$ cat src/rtl/timing_sequencer.sv
`default_nettype none
// ============================================================================
// Module   : timing_sequencer
// Purpose  : CNT_W-bit timing counter with one-hot T decode, run-time LIMIT,
//            wrap strobe and active flag. Optional macro SEQ_ICNT_EN adds
//            the INSTR_CNT completed-sequence counter.
// Revision : 1.0
// ============================================================================
module timing_sequencer #(
    parameter int CNT_W  = 4,
    parameter int NUM_T  = 2**CNT_W,
    parameter int ICNT_W = 16
) (
    input  logic             CLK,
    input  logic             CLR_N,
    input  logic             SC,
    input  logic             INC,
    input  logic [CNT_W-1:0] LIMIT,
    output logic [CNT_W-1:0] SEQ_CNT,
    output logic [NUM_T-1:0] T,
    output logic             WRAP,
    output logic             ACTIVE
`ifdef SEQ_ICNT_EN
    ,
    output logic [ICNT_W-1:0] INSTR_CNT
`endif
);

    logic [CNT_W-1:0] seq_cnt_q, seq_cnt_d;
    logic             wrap_q, wrap_d;

    // NUM_T is derived; this empty block only exists when it is mis-set.
    if ((NUM_T != 2**CNT_W) || (ICNT_W < 1)) begin : g_bad_params
    end

    // The >= compare also catches LIMIT dropped below the current count.
    always_comb begin
        seq_cnt_d = seq_cnt_q;
        wrap_d    = 1'b0;
        if (SC) begin
            seq_cnt_d = '0;
        end else if (INC) begin
            if (seq_cnt_q >= LIMIT) begin
                seq_cnt_d = '0;
                wrap_d    = 1'b1;
            end else begin
                seq_cnt_d = seq_cnt_q + 1'b1;
            end
        end
    end

    always_ff @(posedge CLK or negedge CLR_N) begin
        if (!CLR_N) begin
            seq_cnt_q <= '0;
            wrap_q    <= 1'b0;
        end else begin
            seq_cnt_q <= seq_cnt_d;
            wrap_q    <= wrap_d;
        end
    end

    always_comb begin
        T          = '0;
        T[seq_cnt_q] = 1'b1;
    end

    assign SEQ_CNT = seq_cnt_q;
    assign WRAP    = wrap_q;
    assign ACTIVE  = (seq_cnt_q != '0);

`ifdef SEQ_ICNT_EN
    logic [ICNT_W-1:0] icnt_q, icnt_d;

    // A sequence completes on a wrap or on an SC that leaves a non-T0 state.
    always_comb begin
        icnt_d = icnt_q;
        if (wrap_d || (SC && (seq_cnt_q != '0))) begin
            icnt_d = icnt_q + 1'b1;
        end
    end

    always_ff @(posedge CLK or negedge CLR_N) begin
        if (!CLR_N) begin
            icnt_q <= '0;
        end else begin
            icnt_q <= icnt_d;
        end
    end

    assign INSTR_CNT = icnt_q;
`endif

endmodule
`default_nettype wire

$ cat config.mk
export PLATFORM = sky130hd
export DESIGN_NAME = timing_sequencer
export DESIGN_NICKNAME = d
export VERILOG_FILES = /design/src/rtl/timing_sequencer.sv
export SDC_FILE = /design/constraint.sdc
export NUM_CORES = 1
export LEC_CHECK = 0
export BUFFER_PORTS_ARGS = -buffer_cell sky130_fd_sc_hd__buf_4
export CAP_MARGIN = 0
export CELL_PAD_IN_SITES_DETAIL_PLACEMENT = 1
export CELL_PAD_IN_SITES_GLOBAL_PLACEMENT = 1
export CORE_MARGIN = 3
export CORE_UTILIZATION = 29
export CTS_CLUSTER_SIZE = 8
export DETAILED_ROUTE_END_ITERATION = 7
export GPL_ROUTABILITY_DRIVEN = 0
export PLACE_DENSITY = 0.86
export SLEW_MARGIN = 20
export SYNTH_ARGS = -nofsm -noshare
export SYNTH_HDL_FRONTEND = slang
export SYNTH_SLANG_ARGS = --single-unit
$ cat constraint.sdc
create_clock -name CLK -period 1.87 [get_ports CLK]
set_clock_uncertainty 0.1 [all_clocks]
set_input_delay 0.2805 -clock CLK [delete_from_list [all_inputs] [get_ports CLK]]
set_output_delay 0.2805 -clock CLK [all_outputs]
set_load 0.05 [all_outputs]
==> results.toml <==
[sta]
setup_viol = 0
relSlewSlack = 0.703
period_share = 0.940
whs_ps = 124
max_freq_mhz = 569
slew_viol_final = 0
rsz0062_at_grt = "true"
hold_violations = 0
tightest_slew_ps = 442
fin_crit_ps = 1760

[setup_path]
reg2reg_from = "SEQ_CNT[0]"
crit_chain = "inv_1 -> ha_1 -> and3_1 -> buf_4"
crit_type = "flip-flop to output pin"
crit_arrival_ps = 1380
cpMaxStageDelayCell = "dfrtp_2"
regToRegSetupSlack_ps = 110
critPathCaptureType = "output pin"
cpPeakStageDelay_ps = 450
reg2reg_to = "SEQ_CNT[3]"
rr_worst_depth = 6
worstPathRequired_ps = 1490
critPathLaunchType = "flip-flop"
crit_fanout = 7

[floorplan]
start_util = 0.311
row_count = 15
io_pins = 30
die_area_mm2 = 0.00245
core_area_mm2 = 0.00176
die_w_um = 49.5
die_h_um = 49.5

[drt]
vias_per_cell = 4.95
drtAntennaViolNets = 0
wl_per_cell_um = 13.2
drtIter0Drc = 2
finalWirelength_um = 1580
drt-pass1-iter-count = 2
drc_errors = 0
vias = 594

[clocking]
cts_tree = "built"
clock-root-buffer = "clkbuf_4"
clk_latency_ps = 240
htreeDepth = 1
ctsLongestPathBuffers = 2
cts_buffers = 3
cts_resized = 0
cts_setup_buffers = 0
clkSinkCount = 5
path_clk_slew_ps = 40

[synthesis]
yosys_warnings = 0
synth_area_leaders = "dfrtp_1 23%, ha_1 18%, and2_1 10%"
yosysTopAreaCellShare = 0.228
synth_nets = 80
async_flop_share = 1.00
yosys-top-cells-count = "9 x and2_1, 8 x ha_1, 7 x inv_1, 5 x dfrtp_1"
ys_seq_elements = 5
synth.largest_area_cell = "dfrtp_1"
netlist_instances = 64
synth_edf_count = 0
netlist_area_um2 = 548
synth-main-ff-cell = "dfrtp_1"
yosysMostFrequentCell = "and2_1"
ys_types = 23
seq_area_frac_synth = 0.228
avgSynthCellArea_um2 = 8.56

[pwr]
power.total_w = 0.000399
power_density_mw_per_mm2 = 478
leakagePower_nw = 0.439
peakVddDrop_uv = 173

[layout]
diodes = 0
utilization = 0.473
area_delta_synth_final_pct = 52.3
nets = 112
drive_gt1_frac = 0.442

[grt]
grt_pass1_wl_um = 2670
grt_pass1_vias = 612
grt_max_degree = 15
grt_usage = 0.141
overflow = 0
antenna_found_initial = 0

[hold_path]
hold-path-endpoint = "SEQ_CNT[1]"
worst_hold_path_type = "input port to flip-flop"
min_from = "SC"
hold_path_depth = 2

[outcome]
outcome = "completed"

[placement]
dp_hpwl_um = 1330
io_buffers = 29

[run]
drv_cap = 0
## timing repair
item | in CTS | in global routing
endpoints found under the hold margin | 5 | 0
hold buffers | 1 | 0
setup endpoints to repair | 0 | 2
## worst max-delay path: cells and delay by family, from the launching register on
kind | cells | cell delay [ps]
flip-flops | 1 | 450
AND/OR/NAND/NOR | 1 | 170
buffers and inverters | 2 | 290
adder cells (fa/ha/maj) | 1 | 230
## flip-flops by register name, summed over array words and instances, names as in the netlist
register	cells
SEQ_CNT	4
WRAP	1
## worst max path at each step
| stage | start | endpoint | slack, ps |
|---|---|---|---|
| 2_1_floorplan | SEQ_CNT[1] | T[3] | 9 |
| 6_report | SEQ_CNT[1] | T[12] | 110 |
| 3_3_place_gp | SEQ_CNT[0] | WRAP | 150 |
| 5_1_grt | SEQ_CNT[0] | SEQ_CNT[0] | -4 |
| 4_1_cts | SEQ_CNT[1] | T[12] | 70 |
| 3_5_place_dp | SEQ_CNT[0] | WRAP | 90 |
## cell families (layout without fill, tap and decap cells)
logic type	count (synthesis)	after routing	synth area share
buffers and inverters	10	41	0.0753
adder cells (fa/ha/maj)	8	8	0.183
AND/OR/NAND/NOR	29	29	0.347
AO/OA/AOI/OAI	12	12	0.167
flip-flops	5	5	0.228
## power by group
| group | switching, W | internal [W] | total, W |
|---|---|---|---|
| Clock | 0.0000444 | 0.0000807 | 0.000125 |
| Sequential | 0.00000688 | 0.000113 | 0.000120 |
| Combinational | 0.0000964 | 0.0000579 | 0.000154 |
| Total | 0.000148 | 0.000252 | 0.000399 |
## layout by cell type (no fill, tap or decap), types with 2 or more instances in the layout
master / count
o21ai_0: 2
and3b_1: 2
and2_1: 9
ha_1: 8
a21oi_1: 3
dfrtp_2: 4
buf_4: 29
o2111ai_1: 4
clkbuf_4: 3
inv_1: 5
nor2_1: 2
and3_1: 4
nand2b_1: 3
nor2b_1: 2
## routing by layer
metal | GRT usage | share of wire | up-vias
met1 | 0.152 | 0.40 | 283
met4 | 0.0645 | 0.011 | 0
met2 | 0.266 | 0.52 | 22
met5 | 0 | 0 | -
li1 | - | - | 286
met3 | 0.0211 | 0.067 | 3
## metrics by stage
stage / setup TNS, ps / instances / worst slack (ps) / cell area [um2]
final: 0 / 120 / 112 / 835
after global routing: -4.39 / 120 / -4.39 / 835
after CTS: 0 / 120 / 74.0 / 835
after detailed placement: 0 / 115 / 87.1 / 798
after global placement: 0 / 115 / 154 / 798
after floorplan: 0 / 64 / 9.01 / 564
## layout make-up
class,count,area (um2)
fillers,221,930
multi-input cells,49,389
repair buffers,30,228
flip-flops and latches,5,130
well taps,25,31.3
inverters,7,30.0
clock buffers,4,26.3
(Power assumes the default switching activity.)
